File: config.mk
export PLATFORM = sky130hd
export DESIGN_NAME = uart_order_parser
export DESIGN_NICKNAME = d
export VERILOG_FILES = /design/src/rtl/uart_order_parser.sv
export SDC_FILE = /design/constraint.sdc
export NUM_CORES = 1
export LEC_CHECK = 0
export ABC_AREA = 0
export BUFFER_PORTS_ARGS = -buffer_cell sky130_fd_sc_hd__buf_2
export CORE_MARGIN = 3
export CORE_UTILIZATION = 49
export CTS_CLUSTER_DIAMETER = 30
export CTS_CLUSTER_SIZE = 25
export DETAILED_ROUTE_END_ITERATION = 12
export PLACE_DENSITY_LB_ADDON = 0.25
export SLEW_MARGIN = 20
export SYNTH_ARGS = -nofsm -noshare
export SYNTH_HDL_FRONTEND = slang
export SYNTH_SLANG_ARGS = --single-unit
export TNS_END_PERCENT = 50
File: constraint.sdc
create_clock -name clk -period 1.6 [get_ports clk]
set_input_delay 0.16 -clock clk [delete_from_list [all_inputs] [get_ports clk]]
set_output_delay 0.16 -clock clk [all_outputs]
set_load 0.005 [all_outputs]
File: src/rtl/uart_order_parser.sv
// uart_order_parser
//   Consumes bytes from the UART receiver through the rx_ready/rx_clear pop
//   handshake. It assembles fixed-format order frames:
//     SOF, TYPE, SYM, PRICE[PRICE_BYTES] (MSB first), QTY[2] (MSB first), CKSUM
//   Each frame is validated for type, XOR checksum and inter-byte timeout.
//   A good frame is presented as one order on a valid/ready output.
//
// Ports
//   clk, rst                     system clock, synchronous active-high reset
//   rx_ready, rx_data            byte offered by the receiver
//   rx_clear                     one-cycle pop strobe back to the receiver
//   ord_valid, ord_ready         order handshake toward the matching engine
//   ord_side/sym/price/qty       parsed order fields, stable while ord_valid
//   err_cksum/type/timeout/overrun  one-cycle error pulses
//
// state   | meaning
// --------+-------------------------------------------------------------
// HUNT    | discard bytes until SOF_BYTE
// TYPE    | expect type byte (01 buy, 02 sell)
// SYM     | expect symbol id
// PRICE   | collect PRICE_BYTES price bytes, MSB first
// QTY     | collect 2 quantity bytes, MSB first
// CKSUM   | expect checksum byte, then validate and publish
module uart_order_parser #(
  parameter int          PRICE_BYTES    = 4,
  parameter int          TIMEOUT_CYCLES = 50000,
  parameter logic [7:0]  SOF_BYTE       = 8'hA5
) (
  input  logic                     clk,
  input  logic                     rst,
  input  logic                     rx_ready,
  input  logic [7:0]               rx_data,
  output logic                     rx_clear,
  output logic                     ord_valid,
  input  logic                     ord_ready,
  output logic                     ord_side,
  output logic [7:0]               ord_sym,
  output logic [8*PRICE_BYTES-1:0] ord_price,
  output logic [15:0]              ord_qty,
  output logic                     err_cksum,
  output logic                     err_type,
  output logic                     err_timeout,
  output logic                     err_overrun
);

  localparam int PW = 8 * PRICE_BYTES;
  localparam int IW = $clog2(TIMEOUT_CYCLES + 1);
  localparam int CW = $clog2(PRICE_BYTES + 1);

  typedef enum logic [2:0] {
    S_HUNT, S_TYPE, S_SYM, S_PRICE, S_QTY, S_CKSUM
  } state_t;

  state_t          state_q, state_d;
  logic            rx_clear_q, rx_clear_d;
  logic [IW-1:0]   idle_q, idle_d;
  logic [CW-1:0]   cnt_q, cnt_d;
  logic [7:0]      xor_q, xor_d;
  logic [7:0]      type_q, type_d;
  logic [7:0]      sym_q, sym_d;
  logic [PW-1:0]   price_q, price_d;
  logic [15:0]     qty_q, qty_d;
  logic            ord_valid_q, ord_valid_d;
  logic            ord_side_q, ord_side_d;
  logic [7:0]      ord_sym_q, ord_sym_d;
  logic [PW-1:0]   ord_price_q, ord_price_d;
  logic [15:0]     ord_qty_q, ord_qty_d;
  logic            err_cksum_q, err_cksum_d;
  logic            err_type_q, err_type_d;
  logic            err_timeout_q, err_timeout_d;
  logic            err_overrun_q, err_overrun_d;

  logic            accept;
  logic            timeout;
  logic            load;

  always_comb begin
    state_d       = state_q;
    idle_d        = idle_q;
    cnt_d         = cnt_q;
    xor_d         = xor_q;
    type_d        = type_q;
    sym_d         = sym_q;
    price_d       = price_q;
    qty_d         = qty_q;
    ord_side_d    = ord_side_q;
    ord_sym_d     = ord_sym_q;
    ord_price_d   = ord_price_q;
    ord_qty_d     = ord_qty_q;
    ord_valid_d   = ord_valid_q & ~ord_ready;
    err_cksum_d   = 1'b0;
    err_type_d    = 1'b0;
    err_timeout_d = 1'b0;
    err_overrun_d = 1'b0;
    timeout       = 1'b0;
    load          = 1'b0;

    // A pop strobe blocks acceptance for one cycle so the receiver can drop rx_ready.
    accept     = rx_ready & ~rx_clear_q;
    rx_clear_d = accept;

    // An accepted byte in the limit cycle takes priority over the timeout.
    if (state_q == S_HUNT || accept) begin
      idle_d = '0;
    end else if (idle_q == IW'(TIMEOUT_CYCLES - 1)) begin
      idle_d  = '0;
      timeout = 1'b1;
    end else begin
      idle_d = idle_q + IW'(1);
    end

    if (accept) begin
      case (state_q)
        S_HUNT: begin
          if (rx_data == SOF_BYTE) begin
            state_d = S_TYPE;
            xor_d   = 8'h00;
          end
        end
        S_TYPE: begin
          type_d  = rx_data;
          xor_d   = xor_q ^ rx_data;
          state_d = S_SYM;
        end
        S_SYM: begin
          sym_d   = rx_data;
          xor_d   = xor_q ^ rx_data;
          cnt_d   = '0;
          state_d = S_PRICE;
        end
        S_PRICE: begin
          price_d = PW'({price_q, rx_data});
          xor_d   = xor_q ^ rx_data;
          if (cnt_q == CW'(PRICE_BYTES - 1)) begin
            cnt_d   = '0;
            state_d = S_QTY;
          end else begin
            cnt_d = cnt_q + CW'(1);
          end
        end
        S_QTY: begin
          qty_d = 16'({qty_q, rx_data});
          xor_d = xor_q ^ rx_data;
          if (cnt_q == CW'(1)) begin
            cnt_d   = '0;
            state_d = S_CKSUM;
          end else begin
            cnt_d = cnt_q + CW'(1);
          end
        end
        S_CKSUM: begin
          state_d = S_HUNT;
          if (rx_data != xor_q) begin
            err_cksum_d = 1'b1;
          end else if (type_q != 8'h01 && type_q != 8'h02) begin
            err_type_d = 1'b1;
          end else if (ord_valid_q && !ord_ready) begin
            err_overrun_d = 1'b1;
          end else begin
            load = 1'b1;
          end
        end
        default: state_d = S_HUNT;
      endcase
    end

    if (timeout) begin
      state_d       = S_HUNT;
      err_timeout_d = 1'b1;
    end

    if (load) begin
      ord_valid_d = 1'b1;
      ord_side_d  = (type_q == 8'h02);
      ord_sym_d   = sym_q;
      ord_price_d = price_q;
      ord_qty_d   = qty_q;
    end
  end

  always_ff @(posedge clk) begin
    if (rst) begin
      state_q       <= S_HUNT;
      rx_clear_q    <= 1'b0;
      idle_q        <= '0;
      cnt_q         <= '0;
      xor_q         <= '0;
      type_q        <= '0;
      sym_q         <= '0;
      price_q       <= '0;
      qty_q         <= '0;
      ord_valid_q   <= 1'b0;
      ord_side_q    <= 1'b0;
      ord_sym_q     <= '0;
      ord_price_q   <= '0;
      ord_qty_q     <= '0;
      err_cksum_q   <= 1'b0;
      err_type_q    <= 1'b0;
      err_timeout_q <= 1'b0;
      err_overrun_q <= 1'b0;
    end else begin
      state_q       <= state_d;
      rx_clear_q    <= rx_clear_d;
      idle_q        <= idle_d;
      cnt_q         <= cnt_d;
      xor_q         <= xor_d;
      type_q        <= type_d;
      sym_q         <= sym_d;
      price_q       <= price_d;
      qty_q         <= qty_d;
      ord_valid_q   <= ord_valid_d;
      ord_side_q    <= ord_side_d;
      ord_sym_q     <= ord_sym_d;
      ord_price_q   <= ord_price_d;
      ord_qty_q     <= ord_qty_d;
      err_cksum_q   <= err_cksum_d;
      err_type_q    <= err_type_d;
      err_timeout_q <= err_timeout_d;
      err_overrun_q <= err_overrun_d;
    end
  end

  assign rx_clear    = rx_clear_q;
  assign ord_valid   = ord_valid_q;
  assign ord_side    = ord_side_q;
  assign ord_sym     = ord_sym_q;
  assign ord_price   = ord_price_q;
  assign ord_qty     = ord_qty_q;
  assign err_cksum   = err_cksum_q;
  assign err_type    = err_type_q;
  assign err_timeout = err_timeout_q;
  assign err_overrun = err_overrun_q;

endmodule

# After elaboration in Yosys (flattened, before gate mapping)
# Cells that the tools add are included.
# W data, S select, Z words.
[op_classes] add_sub_neg=2 eq_ne=16 muxes=21 bitwise_logic=7 n_reduce_logical=20
[op_table] cell="$add A16 B1 Y16 const B" count=1
[op_table] cell="$eq A16 B16 Y1 const B" count=1
[op_table] cell="$pmux W8 S2" count=1
[op_table] cell="$mux W3" count=5
[op_table] cell="$pmux W3 S5" count=1
[op_table] cell="$mux W1" count=12
[op_table] cell="$reduce_and A2 Y1" count=5
[op_table] cell="$eq A3 B2 Y1 const B" count=3
[op_table] cell="$pmux W3 S3" count=1
[op_table] cell="$eq A8 B2 Y1 const B" count=1
[op_table] cell="$eq A8 B8 Y1 const B" count=1
[op_table] cell="$mux W8" count=1
[op_table] cell="$ne A8 B1 Y1 const B" count=1
[op_table] cell="$ne A8 B2 Y1 const B" count=1
[op_table] cell="$ne A8 B8 Y1" count=1
[op_table] cell="$reduce_or A4 Y1" count=2
[op_table] cell="$xor A8 B8 Y8" count=1
[op_table] cell="$eq A3 B1 Y1 const B" count=2
[op_table] cell="$eq A3 B3 Y1 const B" count=2
[op_table] cell="$reduce_or A3 Y1" count=2
[op_table] cell="$reduce_or A5 Y1" count=1
[op_table] cell="$ne A2 B2 Y1 const B" count=2
[op_table] cell="$not A1 Y1" count=4
[op_table] cell="$reduce_and A4 Y1" count=1
[op_table] cell="11 further kinds" count=13
[totals] ff_bits=157 input_bits=12 out_inout_bits=63 elab_cells=84

# Logic depth before layout (Yosys ltp)
# Gate-level depths: netlist of the first run.
[depth] depth_word=8 ltp_mapped=8 ltp_nobuf=7

# Least setup slack after synthesis of the first run
# Ideal clock, no wire load.
[synth_path] kind="reg-to-reg" startpoint="register rx_clear_q, in the netlist rx_clear" endpoint="register ord_price_q[19], in the netlist ord_price[19]" setup_ns=0.072 arrival_ns=1.596 required_time_ns=1.528 slack_ns=-0.068 stages_incl_launch_ff=9 path_buffers=4 synth_period_minus_slack_ns=1.668 path_cell_list="dfxtp_1 > nand2b_1 > clkbuf_1 > nor4_1 > and4_1 > buf_4 > buf_8 > buf_12 > mux2i_1"
[synth_between] elab_chain_len=3
[synth_rtl] item="start, declared" line_no="55" source="logic rx_clear_q, rx_clear_d;"
[synth_rtl] item="start signal, assigned" line_no="203" source="rx_clear_q <= rx_clear_d;"
[synth_rtl] item="$not A1 Y1" line_no="99" source="accept = rx_ready & ~rx_clear_q;"
[synth_rtl] item="$and A1 B1 Y1" line_no="99"
[synth_rtl] item="$mux W1" line_no="112" source="if (accept) begin"
[synth_rtl] item="end signal, assigned" line_no="214" source="ord_price_q <= ord_price_d;"
[synth_rtl] item="end, declared" line_no="66" source="logic [PW-1:0] ord_price_q, ord_price_d;"
# No other way between the ends.
# A chain may end at the register's enable or synchronous reset.

# Final worst setup path of the first run
[layout_path] startpoint="register type_q[7]" endpoint="register ord_sym_q[0], in the netlist ord_sym[0]"
[layout_between] elab_chain_len=6 elab_cells_between_ends=7 classes_between="eq/ne (2); mux (4); reduce/logical (1)"
[layout_rtl] item="start, declared" line_no="59" source="logic [7:0] type_q, type_d;"
[layout_rtl] item="start signal, assigned" line_no="207" source="type_q <= type_d;"
[layout_rtl] item="$ne A8 B1 Y1 / $ne A8 B2 Y1 (equally long branches)" line_no="155" source="end else if (type_q != 8'h01 && type_q != 8'h02) begin"
[layout_rtl] item="$logic_and A1 B1 Y1 *" line_no="155"
[layout_rtl] item="$mux W1 *" line_no="155"
[layout_rtl] item="$mux W1 *" line_no="153" source="if (rx_data != xor_q) begin"
[layout_rtl] item="$mux W1 *" line_no="113" source="case (state_q)"
[layout_rtl] item="$mux W1 *" line_no="112"
[layout_rtl] item="end signal, assigned" line_no="213" source="ord_sym_q <= ord_sym_d;"
[layout_rtl] item="end, declared" line_no="65" source="logic [7:0] ord_sym_q, ord_sym_d;"
# Mark *: on every way between the ends. The rest lies on a longest branch, timed or not.

==> results of run 1 <==
[area by class of cell]
class / instances / share of cell area, %
tap: 176 / 2.573
clock inverter: 13 / 2.193
clock buffer: 19 / 5.293
inverter: 18 / 0.7896
sequential: 157 / 36.91
timing repair buffer: 141 / 12.21
multi-input combinational: 518 / 40.04
[final timing paths]
check / startpoint / endpoint / slack, ns / cells after the start
worst max-delay path: type_q[7]$_SDFFE_PP0P_ / ord_sym[0]$_SDFFE_PP0P_ / -0.17 / 5
worst min-delay path: rst / err_overrun$_SDFF_PP0_ / 0.13 / 3
worst max register to register: type_q[7]$_SDFFE_PP0P_ / ord_sym[0]$_SDFFE_PP0P_ / -0.17 / 5
worst min register to register: qty_q[15]$_SDFFE_PP0P_ / qty_q[15]$_SDFFE_PP0P_ / 0.45 / 2
[layer usage]
layer,vias to the layer above,track usage (%),part of all wire (%)
li1,2703,-,-
met2,96,33.98,50
met5,-,0,0
met1,2601,25.66,44
met3,24,3.980,3.8
met4,0,7.266,1.4
[placed cells by master (no fill, tap or decap), types with 3 or more instances in the layout]
master and n:
buf_2 73, nand4_1 3, buf_4 50, clkinvlp_4 3
mux2i_1 71, buf_6 7, nand3b_1 4, clkbuf_16 20
o41ai_1 7, ha_1 3, xor2_1 10, nor4_1 5
nor3_1 5, xnor2_1 9, dfxtp_1 147, o211ai_1 9
bufinv_16 4, inv_1 18, nor4_4 4, nand3_1 6
nand2b_1 114, o21ai_0 10, nor2_1 41, nor2b_1 9
nor2_2 3, dfxtp_2 9, nand2_1 104, buf_12 6
or3_1 4, a21oi_1 53
[registers in the layout, summed over array words and instances, names as in the netlist, 3 cells and up]
name	cells
cnt_q	3
idle_q	16
ord_price	32
ord_qty	16
ord_sym	8
price_q	32
qty_q	16
state_q	3
sym_q	8
type_q	8
xor_q	8
[worst reg2reg max path: stages, from the launching register on]
cell	delay, ns
dfxtp_1	0.33
nor4_4	0.31
and3_4	0.26
and4_4	0.37
buf_8	0.17
mux2i_2	0.23
[synthesized netlist by cell type, drive strengths merged, types with 2 or more instances]
cell,number,area share (%)
o41ai,8,1.0
or2,2,0.19
o211ai,9,1.0
dfxtp,157,47
nor2,44,2.5
nor3,7,0.52
xor2,12,1.6
or3,6,0.56
nand4,3,0.28
nand3b,4,0.45
nor4bb,2,0.30
buf,23,2.5
xnor2,9,1.2
clkbuf,33,1.8
ha,5,0.93
nand3,7,0.52
o21ai,13,0.97
nand2,104,5.8
mux2i,74,11
a21oi,53,3.9
inv,18,1.0
nor2b,11,1.0
nor4,9,1.0
and3,3,0.28
nand2b,115,11
[power groups by stage]
stage               Sequential, W  Combinational [W]  Clock (W)
floorplan                 0.00400           0.000172          0
global placement          0.00400           0.000241          0
detailed placement        0.00400           0.000244          0
CTS                       0.00391           0.000250    0.00438
global route              0.00391           0.000291    0.00452
finish                    0.00391           0.000271    0.00434
[through the flow]
stage	area (µm²)	worst slack (ns)	std cells	hold slack [ns]	total power [W]
2_1_floorplan	6768	-0.005466	748	0.3304	0.004171
3_3_place_gp	7527	-0.1673	997	0.4411	0.004240
3_5_place_dp	7527	-0.1629	997	0.4469	0.004243
4_1_cts	8265	-0.1353	1032	0.1117	0.008541
5_1_grt	8557	-0.2105	1042	0.1648	0.008725
6_report	8557	-0.1678	1042	0.1339	0.008517
[cells by family after synthesis]
logic type / Yosys count / synth area share (%)
buffers and inverters: 74 / 5.339
AND/OR/NAND/NOR: 322 / 24.74
flip-flops: 157 / 46.73
adder cells (fa/ha/maj): 5 / 0.9302
multiplexers: 74 / 11.01
AO/OA/AOI/OAI: 95 / 8.502
XOR/XNOR: 21 / 2.735
[repair_timing]
action	in CTS	in global routing
pin swaps	8	12
setup buffers	3	5
endpoints found under the setup margin	94	126
cloned	0	5
gates resized for setup	18	37
==> flow_summary.yaml, run 1 <==
run_status:
  status: "complete, but fails checks"
  violations: "setup timing"
cells_and_area:
  multiInputGateArea_um2: 3426
  area_growth_pct: 27.24
  seqCellArea_um2: 3158
  antenna_cells: 0
  fin_nets: 870
  n_fill_cell: 1088
  drive_gt1_share_pct: 24.94
  fin_util_pct: 64.11
timing:
  rsz0062_at_grt: "true"
  drv_slew: 0
  fmax_mhz: 565.7
  worst_slew_pin_slew_ns: 0.6015
  hold_viol_final: 0
  finalWorstSetupSlack_ns: -0.1678
  slew_headroom_pct: 59.35
  fin_crit_ns: 1.768
  finalCritPeriodShare_pct: 110.5
  fin_tns_setup_ns: -6.703
  setup_violations: 62
  finClkSkew_ns: 0.006231
synth:
  ys_warn_count: 0
  seq_area_frac_synth_pct: 46.73
  synthCells: 748
  synthDistinctLibCells: 49
  synth_edf_count: 0
  netlist_area_um2: 6725
  ys_ff_latch: 157
  synthFlopType: "dfxtp_1"
  ys_async_sr_fraction_pct: 0
  synth.avg_cell_area_um2: 8.991
  syn-num-nets: 765
floorplan:
  fp.dieArea_um2: 15170
  ios: 75
  num_rows: 42
  fp.dieW_um: 123.2
  coreArea_um2: 13350
  start_util_pct: 50.38
  die_height_um: 123.2
placed_design:
  hpwl_um: 10090
  gp_congestion: 0.8864
  port_buffers: 74
setup_path:
  cp-end-kind: "flip-flop"
  required_ns: 1.94
  cpPeakStageDelay_ns: 0.37
  startpoint_type: "flip-flop"
  worstPathMaxFanout: 6
  worstPathCellList: "nor4_4 > and3_4 > and4_4 > buf_8 > mux2i_2"
  cp.arrival_ns: 2.10
  crit_family: "simple AND/OR/NAND/NOR gates"
  critPathBufInv: 1
  crit_path_top_delay_cell: "and4_4"
  path_class: "reg2reg"
pwr:
  seq_power_share_pct: 45.9
  p_int_w: 0.006730
  switching_share_pct: 20.99
  power.switching_w: 0.001787
  power_frac_clock_pct: 50.9
  irDropWorstVdd_uv: 568.8
  p_comb_share_pct: 3.2
  p_per_area_nw_per_um2: 995.3
  leakagePower_nw: 3.240
global_routing:
  track_usage_pct: 20.15
  antenna_found_initial: 0
  grt_pass1_wl_um: 24470
  grt_pass1_vias: 5114
  grt_overflow: 0
  grt_max_degree: 164
clocking:
  ctsHoldBuffers: 0
  clock-root-buffer: "clkbuf_16"
  cts_sinks: 157
  insertion_delay_ns: 0.42
  htreeDepth: 4
  numCtsBuffers: 17
  clockBufferDepth: 2
  clk_pin_slew_ns: 0.06
  tritoncts: "done"
routing:
  drc_errors: 0
  post_drt_wl_per_cell_um: 15.22
  routed_wl_um: 15860
  firstDrtPassIters: 5
  first_iter_violations: 422
  vias: 5424
  ant_nets: 0
  vias_per_cell: 5.205
job:
  maxCapViolations: 0
worst_hold_path:
  min_path_type: "in2reg"
No activity file was read; power rests on OpenSTA's default activity.
==> run 2: changes to the inputs <==
==> constraint.sdc (replaced) <==
create_clock -name clk -period 1.6 [get_ports clk]
set_input_delay 0.32 -clock clk [delete_from_list [all_inputs] [get_ports clk]]
set_output_delay 0.32 -clock clk [all_outputs]
set_load 0.005 [all_outputs]
==> run 2 against run 1 <==
Compared with the run above:
- the flow still finishes with violations (setup timing)
- register-to-register slack improved by 0.06 ns
- final area decreased by 0.64%
- sequential share of layout area is 0.14 points higher
- sequential power hardly changed
- fmax grew 3.4%
- non-clock buffer count rose by 3
==> flow_summary.yaml, run 2 (synthesis results as in run 1) <==
global_routing:
  grt_pass1_vias: 5126
  antenna_found_initial: 0
  grt_overflow: 0
  grt_pass1_wl_um: 24000
  track_usage_pct: 19.74
  grt_max_degree: 128
cells_and_area:
  layoutNonFillerInstCount: 1044
  fin_nets: 872
  drive_gt1_share_pct: 23.27
  area_growth_pct: 26.42
  n_fill_cell: 1114
  multiInputGateArea_um2: 3353
  seqCellArea_um2: 3149
  final_common_cell: "dfxtp_1"
  antenna_cells: 0
  final_cell_mix: "152 x dfxtp_1, 114 x nand2b_1, 103 x nand2_1"
timing:
  fmax_mhz: 584.8
  finalCritPeriodShare_pct: 106.9
  finClkSkew_ns: 0.008284
  whs_ns: 0.1120
  fin_tns_setup_ns: -3.195
  rsz0062_at_grt: "true"
  worst_slew_pin_slew_ns: 0.5514
  setup_violations: 59
  fin_crit_ns: 1.710
  drv_slew: 0
  finalWorstSetupSlack_ns: -0.1101
  slew_headroom_pct: 62.74
  hold_viol_final: 0
clocking:
  clk_pin_slew_ns: 0.06
  clock-root-buffer: "clkbuf_16"
  cts_sinks: 157
  numCtsBuffers: 17
  insertion_delay_ns: 0.42
  htreeDepth: 4
  clockBufferDepth: 2
  tritoncts: "done"
routing:
  vias_per_cell: 5.198
  firstDrtPassIters: 5
  vias: 5427
  ant_nets: 0
  post_drt_wl_per_cell_um: 14.83
  routed_wl_um: 15480
  first_iter_violations: 368
  drc_errors: 0
job:
  maxCapViolations: 0
run_status:
  status: "complete, but fails checks"
  violations: "setup timing"
floorplan:
  ios: 75
  coreArea_um2: 13350
  fp.dieW_um: 123.2
  start_util_pct: 50.38
  die_height_um: 123.2
  fp.dieArea_um2: 15170
  num_rows: 42
placed_design:
  hpwl_um: 9979
  dpl.cell_count: 996
  gp_congestion: 0.8355
  place_ws_ns: -0.2356
  port_buffers: 74
pwr:
  leakagePower_nw: 3.237
  p_per_area_nw_per_um2: 978.0
  irDropWorstVdd_uv: 519.0
setup_path:
  cp.arrival_ns: 2.02
  path_class: "reg2reg"
  worstPathMaxFanout: 4
  required_ns: 1.91
  cp-end-kind: "flip-flop"
  startpoint_type: "flip-flop"
worst_hold_path:
  min_path_type: "in2reg"
## run 2: through the flow
stage	total power, W	util, %	area (µm²)
after floorplan	0.004170	-	6756
after global placement	0.004242	56.19	7500
after detailed placement	0.004246	56.19	7500
after CTS	0.008354	61.52	8212
after global routing	0.008535	63.70	8502
final	0.008315	63.70	8502
## run 2: worst max-delay path: stages, from the launching register on
cell      delay, ns
dfxtp_2        0.34
ha_4           0.17
ha_4           0.15
or4bb_4        0.52
o211ai_1       0.11
buf_4          0.17
o21a_1         0.11
nor2_1         0.04
## run 2: routing by layer
metal	vias to the layer above	part of all wire, %	GRT usage, %
met5	-	0	0
met4	0	2.3	7.612
met3	26	3.8	4.346
met2	112	50	32.62
met1	2593	44	25.22
li1	2696	-	-
## run 2: where the power goes
group          total (W)  switching (W)  leakage [nW]  internal [W]
sequential       0.00391     0.00000140          1.27       0.00391
combinational   0.000265       0.000148          1.68      0.000118
clock            0.00414        0.00156         0.286       0.00258
total            0.00831        0.00171          3.24       0.00661
## run 2: path summary, 6_finish.rpt
| path | slack, ns | end | from | cells after the start |
|---|---|---|---|---|
| setup reg to reg | -0.11 | state_q[2]$_SDFFE_PP0P_ | cnt_q[0]$_SDFFE_PP0P_ | 7 |
| hold / removal | 0.11 | rx_clear$_SDFF_PP0_ | rst | 2 |
| setup / recovery | -0.11 | state_q[2]$_SDFFE_PP0P_ | cnt_q[0]$_SDFFE_PP0P_ | 7 |
| hold reg to reg | 0.46 | qty_q[13]$_SDFFE_PP0P_ | qty_q[13]$_SDFFE_PP0P_ | 2 |
## run 2: cell type report
| cell class | instances | area share (%) |
|---|---|---|
| clock buffers | 23 | 5.622 |
| clock inverters | 9 | 1.575 |
| inverters | 18 | 0.7947 |
| multi-input cells | 517 | 39.44 |
| flip-flops and latches | 157 | 37.04 |
| well taps | 176 | 2.590 |
| repair buffers | 144 | 12.94 |
## run 2: what timing repair did
item | 4_1_cts | 5_1_grt
pin swaps | 5 | 7
buffers inserted | 1 | 8
gates cloned | 1 | 6
setup endpoints to repair | 63 | 136
gates resized for setup | 14 | 27
hold buffers | 0 | 0
==> run 3: changes to the inputs <==
--- a/config.mk
+++ b/config.mk
@@ -13,6 +13,7 @@
 export CTS_CLUSTER_SIZE = 25
 export DETAILED_ROUTE_END_ITERATION = 12
 export PLACE_DENSITY_LB_ADDON = 0.25
+export SETUP_SLACK_MARGIN = 0.05
 export SLEW_MARGIN = 20
 export SYNTH_ARGS = -nofsm -noshare
 export SYNTH_HDL_FRONTEND = slang
==> constraint.sdc (replaced) <==
create_clock -name clk -period 1.7 [get_ports clk]
set_input_delay 0.34 -clock clk [delete_from_list [all_inputs] [get_ports clk]]
set_output_delay 0.34 -clock clk [all_outputs]
set_load 0.005 [all_outputs]
==> run 3 against run 2 <==
Compared with the run above:
- the flow still finishes with violations (setup timing)
- global-route usage increased by 0.50 points
- setup slack improved by 0.025 ns
- clock-buffer cell count decreased by 2
- routed wire length decreased by 1.4%
- clock power decreased by 11%
- die area unchanged
- flip-flop and latch count unchanged
- sequential share of layout area increased by 0.75 points
- final area decreased by 1.8%
==> flow_summary.yaml, run 3 (synthesis results as in run 1) <==
run_status:
  status: "complete, but fails checks"
  violations: "setup timing"
timing:
  setup_violations: 17
  fmax_mhz: 560.3
  worst_slew_pin_slew_ns: 0.5591
  finalWorstSetupSlack_ns: -0.08487
  slew_headroom_pct: 62.72
  finClkSkew_ns: 0.005614
  fin_crit_ns: 1.785
  whs_ns: 0.1318
  fin_tns_setup_ns: -0.3410
  finalCritPeriodShare_pct: 105.0
  rsz0062_at_grt: "true"
  drv_slew: 0
  hold_viol_final: 0
routing:
  firstDrtPassIters: 5
  drc_errors: 0
  first_iter_violations: 382
  ant_nets: 0
  routed_wl_um: 15260
  vias_per_cell: 5.142
  vias: 5322
  post_drt_wl_per_cell_um: 14.75
clocking:
  clockBufferDepth: 2
  insertion_delay_ns: 0.42
  clock-root-buffer: "clkbuf_16"
  clk_pin_slew_ns: 0.06
  cts_sinks: 157
  tritoncts: "done"
  numCtsBuffers: 17
  ctsHoldBuffers: 0
  htreeDepth: 4
setup_path:
  r2r_end: "ord_sym[0]$_SDFFE_PP0P_"
  path_class: "reg2reg"
  cp-end-kind: "flip-flop"
  startpoint_type: "flip-flop"
  worstPathMaxFanout: 6
  reg2reg_from: "xor_q[0]$_SDFFE_PP0P_"
  r2r_slack_ns: -0.08
  required_ns: 2.03
  reg2reg_depth: 6
  cp.arrival_ns: 2.12
floorplan:
  ios: 75
  start_util_pct: 50.38
  num_rows: 42
  fp.dieArea_um2: 15170
  fp.dieW_um: 123.2
  coreArea_um2: 13350
  die_height_um: 123.2
job:
  maxCapViolations: 0
global_routing:
  grt_pass1_vias: 5116
  grt_overflow: 0
  track_usage_pct: 20.24
  grt_pass1_wl_um: 24380
  grt_max_degree: 150
  antenna_found_initial: 0
worst_hold_path:
  hold_end: "rx_clear$_SDFF_PP0_"
  min_path_type: "in2reg"
  min-delay-start: "rst"
  holdPathStages: 2
pwr:
  power_frac_clock_pct: 48.5
  switching_share_pct: 21.12
  p_per_area_nw_per_um2: 913.8
  p_comb_share_pct: 3.3
  power_w: 0.007626
  p_int_w: 0.006015
  leakagePower_nw: 3.181
  irDropWorstVdd_uv: 686.2
  seq_power_share_pct: 48.3
  power.switching_w: 0.001611
placed_design:
  hpwl_um: 9788
  port_buffers: 74
  gp_congestion: 0.8277
  dpl.cell_count: 990
cells_and_area:
  fin_util_pct: 62.52
  n_fill_cell: 1144
  final_common_cell: "dfxtp_1"
  layoutNonFillerInstCount: 1035
  fin_nets: 864
  antenna_cells: 0
  drive_gt1_share_pct: 22.93
  area_growth_pct: 24.09
  final_cell_mix: "150 x dfxtp_1, 115 x nand2b_1, 103 x nand2_1"
run 3: per-layer routing:
layer	part of all wire, %	wire [µm]	GRT usage (%)	vias to the layer above
li1	-	-	-	2682
met1	45	6848	25.38	2515
met2	50	7633	34.22	104
met3	4.0	603	5.169	21
met4	1.2	179	6.298	0
met5	0	0	0	-
run 3: critical path: stages (launching register included):
cell and delay (ns):
dfxtp_2 0.33, xor2_1 0.14, nor4_2 0.35, and4_4 0.38
buf_4 0.15, buf_8 0.11, mux2i_1 0.23
run 3: timing repair:
action                                  4_1_cts  5_1_grt
endpoints found under the setup margin       64      116
cloned                                        2        1
setup buffers                                 4        7
pin swaps                                     9        8
gates resized for setup                      13       31
run 3: layout make-up:
class | count | area [µm²] | area share, %
multi-input combinational | 517 | 3351 | 40.15
sequential | 157 | 3154 | 37.80
timing repair buffer | 136 | 977.2 | 11.71
clock buffer | 21 | 460.4 | 5.517
tap | 176 | 220.2 | 2.639
clock inverter | 10 | 115.1 | 1.379
inverter | 18 | 67.56 | 0.8096
run 3: metrics by stage:
stage | setup WS, ns | area, µm²
2_1_floorplan | -0.06199 | 6756
3_3_place_gp | -0.1627 | 7442
3_5_place_dp | -0.2120 | 7442
4_1_cts | -0.03912 | 8169
5_1_grt | -0.1572 | 8346
6_report | -0.08487 | 8346
run 3: worst max-delay path by stage:
stage                                startpoint                          to  slack [ns]  cells past startpoint
after floorplan                      rx_data[3]  ord_price[19]$_SDFFE_PP0P_       -0.06                      8
after CTS                 xor_q[5]$_SDFFE_PP0P_   ord_price[0]$_SDFFE_PP0P_       -0.04                      6
after global placement               rx_data[4]       xor_q[4]$_SDFFE_PP0P_       -0.16                      7
after global routing      xor_q[3]$_SDFFE_PP0P_     ord_sym[0]$_SDFFE_PP0P_       -0.16                      6
final                     xor_q[0]$_SDFFE_PP0P_     ord_sym[0]$_SDFFE_PP0P_       -0.08                      6
after detailed placement             rx_data[0]  ord_price[24]$_SDFFE_PP0P_       -0.21                      6
run 3: power by group through the flow:
stage	Combinational [W]	Clock [W]	Sequential [W]
2_1_floorplan	0.000160	0	0.00376
3_3_place_gp	0.000226	0	0.00376
3_5_place_dp	0.000230	0	0.00376
4_1_cts	0.000236	0.00377	0.00368
5_1_grt	0.000265	0.00393	0.00368
6_report	0.000249	0.00370	0.00368
